## src/rtl/fetch_stage.sv

```systemverilog
// Instruction-fetch front end: owns the PC, drives instruction memory and
// registers the fetched word and its PC into the IF/ID boundary. A redirect
// (register- or memory-sourced jump target) reloads the PC and emits
// FLUSH_CYCLES + 1 bubbles before the target instruction appears.
// Optional build macro FETCH_PERF_EN adds perf_fetched / perf_bubbles counters.
module fetch_stage #(
    parameter int          WIDTH        = 32,
    parameter logic [WIDTH-1:0] RESET_PC = '0,
    parameter int          FLUSH_CYCLES = 2
) (
    input  logic             clock,
    input  logic             reset,
    input  logic             stall,
    input  logic [1:0]       pc_sel,
    input  logic [WIDTH-1:0] target_rs,
    input  logic [WIDTH-1:0] target_mem,
    output logic [WIDTH-1:0] imem_addr,
    input  logic [WIDTH-1:0] imem_data,
    output logic [WIDTH-1:0] pc_if,
    output logic [WIDTH-1:0] inst_if,
    output logic             valid_if,
`ifdef FETCH_PERF_EN
    output logic [31:0]      perf_fetched,
    output logic [31:0]      perf_bubbles,
`endif
    output logic             busy
);

    typedef enum logic {
        RUN   = 1'b0,
        FLUSH = 1'b1
    } state_t;

    localparam logic [3:0] FLUSH_INIT = 4'(FLUSH_CYCLES);

    state_t           state_q, state_d;
    logic [3:0]       cnt_q, cnt_d;
    logic [WIDTH-1:0] pc_q, pc_d;
    logic [WIDTH-1:0] pc_if_q, pc_if_d;
    logic [WIDTH-1:0] inst_if_q, inst_if_d;
    logic             valid_if_q, valid_if_d;

    logic             redirect;
    logic             hold;

    // Only 01 and 10 redirect; 11 is reserved and falls through as sequential.
    assign redirect = (pc_sel == 2'b01) || (pc_sel == 2'b10);
    assign hold     = stall && !redirect;

    // Next-state selection: redirect > stall > flush countdown > sequential fetch.
    always_comb begin
        // NOTE: every signal gets its hold value first so no path can infer a latch.
        state_d    = state_q;
        cnt_d      = cnt_q;
        pc_d       = pc_q;
        pc_if_d    = pc_if_q;
        inst_if_d  = inst_if_q;
        valid_if_d = valid_if_q;

        if (redirect) begin
            pc_d       = (pc_sel == 2'b01) ? target_rs : target_mem;
            pc_if_d    = '0;
            inst_if_d  = '0;
            valid_if_d = 1'b0;
            if (FLUSH_CYCLES > 0) begin
                state_d = FLUSH;
                cnt_d   = FLUSH_INIT;
            end else begin
                state_d = RUN;
                cnt_d   = '0;
            end
        end else if (stall) begin
            // Everything holds; defaults already cover it.
        end else if (state_q == FLUSH) begin
            pc_if_d    = '0;
            inst_if_d  = '0;
            valid_if_d = 1'b0;
            cnt_d      = cnt_q - 4'd1;
            if (cnt_q <= 4'd1) begin
                state_d = RUN;
                cnt_d   = '0;
            end
        end else begin
            pc_if_d    = pc_q;
            inst_if_d  = imem_data;
            valid_if_d = 1'b1;
            pc_d       = pc_q + 1'b1;
        end
    end

    // State, PC and IF/ID registers with asynchronous reset.
    always_ff @(posedge clock or posedge reset) begin
        // NOTE: non-blocking assignments so every register samples pre-edge values.
        if (reset) begin
            state_q    <= RUN;
            cnt_q      <= '0;
            pc_q       <= RESET_PC;
            pc_if_q    <= '0;
            inst_if_q  <= '0;
            valid_if_q <= 1'b0;
        end else begin
            state_q    <= state_d;
            cnt_q      <= cnt_d;
            pc_q       <= pc_d;
            pc_if_q    <= pc_if_d;
            inst_if_q  <= inst_if_d;
            valid_if_q <= valid_if_d;
        end
    end

    assign imem_addr = pc_q;
    assign pc_if     = pc_if_q;
    assign inst_if   = inst_if_q;
    assign valid_if  = valid_if_q;
    assign busy      = (state_q == FLUSH);

`ifdef FETCH_PERF_EN
    logic [31:0] perf_fetched_q;
    logic [31:0] perf_bubbles_q;

    // Count edges that register a real instruction or a non-stall bubble.
    always_ff @(posedge clock or posedge reset) begin
        if (reset) begin
            perf_fetched_q <= '0;
            perf_bubbles_q <= '0;
        end else if (!hold) begin
            if (valid_if_d) begin
                perf_fetched_q <= perf_fetched_q + 32'd1;
            end else begin
                perf_bubbles_q <= perf_bubbles_q + 32'd1;
            end
        end
    end

    assign perf_fetched = perf_fetched_q;
    assign perf_bubbles = perf_bubbles_q;
`else
    // No performance counters in this build; hold is only a helper here.
    logic unused_hold;
    assign unused_hold = hold;
`endif

endmodule

```

## config.mk

```make
export PLATFORM = sky130hd
export DESIGN_NAME = fetch_stage
export DESIGN_NICKNAME = d
export VERILOG_FILES = /design/src/rtl/fetch_stage.sv
export SDC_FILE = /design/constraint.sdc
export NUM_CORES = 1
export LEC_CHECK = 0
export ABC_AREA = 1
export CELL_PAD_IN_SITES_DETAIL_PLACEMENT = 0
export CELL_PAD_IN_SITES_GLOBAL_PLACEMENT = 1
export CORE_MARGIN = 4
export CORE_UTILIZATION = 29
export DETAILED_ROUTE_END_ITERATION = 6
export GPL_TIMING_DRIVEN = 1
export PLACE_DENSITY_LB_ADDON = 0.1
export RECOVER_POWER = 100
export SKIP_LAST_GASP = 1
export SYNTH_ARGS = -nofsm -noshare
export SYNTH_HDL_FRONTEND = slang
export SYNTH_SLANG_ARGS = --single-unit
```

## constraint.sdc

```tcl
create_clock -name clock -period 3.1 [get_ports clock]
set_input_delay 0.62 -clock clock [delete_from_list [all_inputs] [get_ports clock]]
set_output_delay 0.62 -clock clock [all_outputs]
set_load 0.005 [all_outputs]
```

==> flow_results.xml <==
<?xml version="1.0" encoding="UTF-8"?>
<metrics>
  <group name="route">
    <metric name="totalWireLength" unit="um">18540</metric>
    <metric name="drc" unit="">0</metric>
    <metric name="drt_iter0_drc" unit="">382</metric>
    <metric name="ant_nets" unit="">0</metric>
    <metric name="detailroute.via_count" unit="">5257</metric>
    <metric name="wl_per_cell" unit="um">16.82</metric>
    <metric name="detailed_route_vias_per_instance" unit="">4.770</metric>
    <metric name="first_pass_iters" unit="">5</metric>
  </group>
  <group name="yosys">
    <metric name="synth-seq-cells" unit="">102</metric>
    <metric name="syn_area_per_cell" unit="um2">8.136</metric>
    <metric name="ys_types" unit="">37</metric>
    <metric name="yosys_top_cell_by_area" unit="">dfrtp_1</metric>
    <metric name="synth_seq_area_share" unit="">0.4607</metric>
    <metric name="synth_top_area_frac" unit="">0.4607</metric>
    <metric name="synthFlopType" unit="">dfrtp_1</metric>
    <metric name="synthTopCellsByArea" unit="">dfrtp_1 46%, nor2_1 8.8%, nand2_1 6.5%, a32o_1 6.3%, nand3_1 5.7%</metric>
    <metric name="async_flop_share" unit="">1.000</metric>
    <metric name="synth_warnings" unit="">0</metric>
    <metric name="postSynthNetCount" unit="">786</metric>
    <metric name="synth-edff-count" unit="">0</metric>
    <metric name="netlist_area" unit="um2">5540</metric>
    <metric name="cell_count_after_synthesis" unit="">681</metric>
  </group>
  <group name="run_status">
    <metric name="outcome" unit="">finished, violations left</metric>
    <metric name="violations" unit="">max-capacitance violations, max-slew violations</metric>
  </group>
  <group name="pwr">
    <metric name="total_leakage_power" unit="nW">3.703</metric>
    <metric name="cellPowerDensity" unit="nW/um2">604.2</metric>
    <metric name="total_power" unit="mW">4.863</metric>
    <metric name="vdd_ir_drop_max" unit="mV">0.2478</metric>
  </group>
  <group name="setup_path">
    <metric name="r2r_end" unit="">pc_if[0]</metric>
    <metric name="worstSetupStartpointType" unit="">primary input</metric>
    <metric name="slowest_stage" unit="">clkbuf_1</metric>
    <metric name="r2r_cells" unit="">4</metric>
    <metric name="endpoint_kind" unit="">flop</metric>
    <metric name="timing.critical_path.cells" unit="">dlygate4sd3_1 &gt; inv_1 &gt; ha_4 &gt; buf_4 &gt; clkbuf_1 &gt; nor2_1 &gt; o21ai_0 &gt; a31oi_1</metric>
    <metric name="arrival" unit="ps">2710</metric>
    <metric name="crit_path_largest_cell_delay" unit="ps">550</metric>
    <metric name="timing.critical_path.fanout_max" unit="">13</metric>
    <metric name="worst_r2r_src" unit="">busy</metric>
    <metric name="setup.reg_to_reg.worst_slack" unit="ps">1390</metric>
    <metric name="worstPathRequired" unit="ps">3330</metric>
    <metric name="worstSetupPathType" unit="">primary input to flop</metric>
  </group>
  <group name="timing">
    <metric name="setup_viol_count_final" unit="">0</metric>
    <metric name="clock-skew-final" unit="ps">10.16</metric>
    <metric name="period_share" unit="">0.8017</metric>
    <metric name="timing.fmax" unit="MHz">402.4</metric>
    <metric name="timing_max_transition_violations_final" unit="">35</metric>
    <metric name="min_period" unit="ps">2485</metric>
    <metric name="whs" unit="ps">497.4</metric>
    <metric name="tns" unit="ps">0</metric>
    <metric name="setup_repair_after_global_routing_missed_its_margin" unit="">no</metric>
    <metric name="slew-limit-headroom" unit="">-0.1094</metric>
    <metric name="total_count_of_hold_check_failures_in_the_final_report" unit="">0</metric>
    <metric name="worst_pin_slew" unit="ps">1655</metric>
    <metric name="worst_slack" unit="ps">614.8</metric>
  </group>
  <group name="global_route">
    <metric name="wire_length_of_the_first_global_routing_pass" unit="um">29880</metric>
    <metric name="grt.overflow.total" unit="">0</metric>
    <metric name="first_global_vias" unit="">5368</metric>
    <metric name="grt_start_max_net_pins" unit="">78</metric>
    <metric name="grt.total_usage" unit="">0.1726</metric>
    <metric name="grt_antenna_before_repair" unit="">0</metric>
  </group>
  <group name="placed_design">
    <metric name="hpwl" unit="um">14040</metric>
    <metric name="preCtsSetupSlack" unit="ps">501.3</metric>
    <metric name="gpl.final_weighted_congestion" unit="">0.8076</metric>
    <metric name="postPlaceCellArea" unit="um2">7759</metric>
    <metric name="place_inst" unit="">1086</metric>
    <metric name="portBuffers" unit="">198</metric>
  </group>
  <group name="cts">
    <metric name="clock_tree.htree_level_count" unit="">3</metric>
    <metric name="cts_num_sinks" unit="">102</metric>
    <metric name="numCtsBuffers" unit="">9</metric>
    <metric name="post_cts_hold_buffer_count" unit="">0</metric>
    <metric name="ctsResizeCount" unit="">0</metric>
    <metric name="path_clk_slew" unit="ps">80</metric>
    <metric name="clk-insertion-delay-late" unit="ps">350</metric>
    <metric name="number_of_setup_buffers_added_after_cts" unit="">0</metric>
    <metric name="ctsRootBufferMaster" unit="">clkbuf_16</metric>
    <metric name="clock_path_buffers" unit="">2</metric>
    <metric name="clock_tree_from_tritoncts" unit="">built</metric>
  </group>
  <group name="min_path">
    <metric name="hold_depth" unit="">2</metric>
    <metric name="hold_end" unit="">pc_if[14]</metric>
    <metric name="timing.hold.worst.class" unit="">flop to flop</metric>
    <metric name="hold_start" unit="">pc_if[14]</metric>
  </group>
  <group name="die">
    <metric name="num_io_pins" unit="">199</metric>
    <metric name="die-area" unit="um2">21380</metric>
    <metric name="starting_density_of_the_core" unit="">0.2952</metric>
    <metric name="core_region_area" unit="um2">18770</metric>
    <metric name="dieWidth" unit="um">146.2</metric>
    <metric name="floorplan.rows" unit="">50</metric>
    <metric name="floorplan.die.height" unit="um">146.2</metric>
  </group>
  <group name="layout">
    <metric name="final_core_utilization" unit="">0.4288</metric>
    <metric name="fill_cells" unit="">1847</metric>
    <metric name="fin_area" unit="um2">8048</metric>
    <metric name="net_count_of_the_finished_layout" unit="">968</metric>
    <metric name="mostFrequentLayoutCell" unit="">nor2_1</metric>
    <metric name="drive_gt1_frac" unit="">0.08410</metric>
    <metric name="final_cell_mix" unit="">130 x nor2_1, 102 x dfrtp_1, 100 x dlygate4sd3_1</metric>
    <metric name="finalNonFillerCells" unit="">1102</metric>
    <metric name="diodes" unit="">0</metric>
    <metric name="synthToLayoutAreaGrowth" unit="%">45.26</metric>
  </group>
  <group name="job">
    <metric name="max_cap_violations" unit="">1</metric>
  </group>
</metrics>
-- flip-flops by register name (all words and copies together) (netlist names) --
| signal | cells |
|---|---|
| imem_addr | 32 |
| inst_if | 32 |
| pc_if | 32 |
| cnt_q | 4 |
| busy | 1 |
| valid_if | 1 |
-- worst max path at each step --
stage                    endpoint       from  slack (ps)  cells past startpoint
global placement    imem_addr[25]  pc_sel[1]         560                      6
global route         imem_addr[6]  pc_sel[1]         360                      9
floorplan           imem_addr[10]  pc_sel[1]        1250                      9
detailed placement  imem_addr[25]  pc_sel[1]         500                      6
CTS                 imem_addr[25]  pc_sel[1]         870                      6
finish               imem_addr[8]  pc_sel[1]         610                      8
-- final cells by class --
class / instances / area (um2) / area share
clock inverter: 7 / 95.09 / 0.01182
clock buffer: 9 / 225.2 / 0.02799
tap: 234 / 292.8 / 0.03638
multi-input combinational: 488 / 2597 / 0.3228
timing repair buffer: 210 / 2088 / 0.2595
inverter: 52 / 196.4 / 0.02441
sequential: 102 / 2552 / 0.3172
-- worst max-delay path, delay by kind of cell --
family	cells	cell delay [ps]
buf+inv	4	1330
simple gates	1	100
compound gates	2	320
fa+ha+maj	1	320
-- logic make-up after synthesis --
family / after synthesis / synth area share
AOI/OAI and AO/OA: 150 / 0.1823
buffers and inverters: 91 / 0.06865
DFF: 102 / 0.4607
adders and majority gates: 4 / 0.009034
xor gates and xnor gates: 2 / 0.003162
and+or+nand+nor: 332 / 0.2762
-- routing by layer --
| metal | GRT usage | wire length (um) |
|---|---|---|
| met5 | 0 | 0 |
| met4 | 0.04704 | 234 |
| met1 | 0.2443 | 8856 |
| met2 | 0.2690 | 8234 |
| met3 | 0.03569 | 1211 |
-- synthesized netlist by cell type (3+ instances only) --
cell type / number
a211oi_1: 3
a21oi_1: 18
a21oi_2: 9
a22oi_1: 5
a31oi_1: 4
a32o_1: 35
and2_1: 4
buf_1: 5
buf_2: 21
buf_4: 3
clkbuf_1: 9
dfrtp_1: 102
ha_1: 4
inv_1: 46
inv_2: 6
nand2_1: 96
nand2_2: 8
nand2_4: 4
nand3_1: 63
nand3_2: 4
nor2_1: 130
nor2_2: 7
nor2_4: 8
nor3_1: 4
o21ai_0: 62
o21ai_1: 5
-- power by group --
part,leakage (nW),internal (mW),switching (mW)
registers,1.32,1.58,0.318
logic,2.22,0.776,0.948
clock network,0.156,0.711,0.533
Power figures use the tool's default switching activity.
==> edit, RTL diff (same settings) <==
The option `FETCH_PERF_EN` is turned on by a define.
--- a/src/rtl/fetch_stage.sv
+++ b/src/rtl/fetch_stage.sv
@@ -4,4 +4,6 @@
 // FLUSH_CYCLES + 1 bubbles before the target instruction appears.
 // Optional build macro FETCH_PERF_EN adds perf_fetched / perf_bubbles counters.
+`define FETCH_PERF_EN
+
 module fetch_stage #(
     parameter int          WIDTH        = 32,
Function (old outputs only; new: perf_bubbles and perf_fetched): kept (equiv_simple and equiv_induct, registers matched by name and starting in step).
==> edit against the unedited design <==
The run now ends clean. Final area is 56% higher. Global-route usage is 1.4 points higher. Count of clock-buffer cells in the layout is 8 higher. Setup slack worse by 0.12 ns. Utilization is 1.1 points lower. Sequential cell count is 64 higher. Area after synthesis is 61% higher. Via count is 62% higher. Power is 39% higher. Routed wire length is 71% higher. Critical path type unchanged. Critical endpoint is now perf_fetched[19].
==> edit: results (changes against the unedited design) <==
| Metric | Value |
|---|---|
| Hold wc startpoint | `perf_fetched[31]` |
| All-Layer GR Usage | `18.7% (+1.4 points)` |
| Main area contributors after synthesis | `dfrtp_1 47%, nand2_1 13%, nor2_1 6.2%` |
| PortBufs | `262 (+32%)` |
| Arrival @ worst endpoint | `2.94 ns (+0.23 ns)` |
| Slowest CP cell | `dlygate4sd3_1` |
| H-tree levels | `4 (+1)` |
| Peak VDD IR | `0.000328 V (+32%)` |
| CTS buffer count | `17 (+8)` |
| First-pass GRT wire length | `49600 um (+66%)` |
| Clk_lat worst skew | `0.44 ns (+0.09 ns)` |
| DR vias | `8540 (+62%)` |
| Initial drt markers | `463 (+21%)` |
| NumNets Final | `1499 (+55%)` |
| Run status | `complete, no violations` |
| Switching share of power | `35.9% (-1.1 points)` |
| Hpwl dp | `23500 um (+68%)` |
| Synth cell count leaders | `319 x nand2_1, 166 x dfrtp_1, 148 x nor2_1, 95 x nand3_1, 87 x inv_1` |
| Crit path to | `perf_fetched[19]` |
| Worst R2R Setup Slack | `0.69 ns (-0.70 ns)` |
| R2r worst-path depth | `7 (+3)` |
| Worst hold slack | `0.494 ns (-0.00340 ns)` |
| Met1 usage | `25.8% (+1.3 points)` |
| Leakage Power | `0.00582 uW (+57%)` |
| Drt wl/cell | `17.7 um (+5.0%)` |
| WHS Endpoint | `perf_fetched[31]` |
| Max_slew headroom | `11.1% (+22 points)` |
| Largest net degree at the start of global routing | `92 (+18%)` |
| Routability cong. | `0.844 (+4.5%)` |
| CP Max Fanout | `16 (+3)` |
| Slowest cell delay on critical path | `0.52 ns (-0.03 ns)` |
| Met2 usage | `29.4% (+2.5 points)` |
## edit: kinds of logic after synthesis
kind of cell / Yosys count / synth area share, %
simple gates: 619 / 29.6
flops: 166 / 46.6
compound gates: 158 / 11.6
buf+inv: 139 / 6.36
xor+xnor: 51 / 5.01
fa+ha+maj: 6 / 0.842
## edit: power by group through the flow
| stage | Clock [uW] | Combinational [uW] | Sequential, uW |
|---|---|---|---|
| final | 2220 | 1740 | 2820 |
| after global routing | 2370 | 1950 | 2880 |
| after CTS | 2290 | 1880 | 2830 |
| after detailed placement | 0 | 1880 | 2860 |
| after global placement | 0 | 1870 | 2870 |
| after floorplan | 0 | 881 | 2780 |
## edit: worst max-delay path, delay by kind of cell
kind	cells	cell delay (ns)
AND/OR/NAND/NOR	6	1.01
buffers and inverters	3	0.91
adder cells (fa/ha/maj)	1	0.38
## edit: final cells by class
cell class	instances	area, sq um
fillers	3130	17400
flip-flops and latches	166	4150
multi-input cells	834	4150
repair buffers	279	2750
well taps	390	488
clock buffers	17	425
inverters	94	354
clock inverters	15	184
diodes	1	2.50
## edit: through the flow
step | instances | instance area (sq um) | setup slack (ns)
2_1_floorplan | 1139 | 8920 | 0.367
3_3_place_gp | 1763 | 12000 | 0.405
3_5_place_dp | 1763 | 12000 | 0.363
4_1_cts | 1795 | 12600 | 0.822
5_1_grt | 1795 | 12500 | 0.325
6_report | 1796 | 12500 | 0.496
## edit: routing by layer
metal	routed length, um	vias to the layer above	part of all wire, %
met5	69	-	0.22
met1	14700	4017	46
li1	-	4259	-
met3	2100	38	6.6
met2	14500	214	46
met4	360	12	1.1
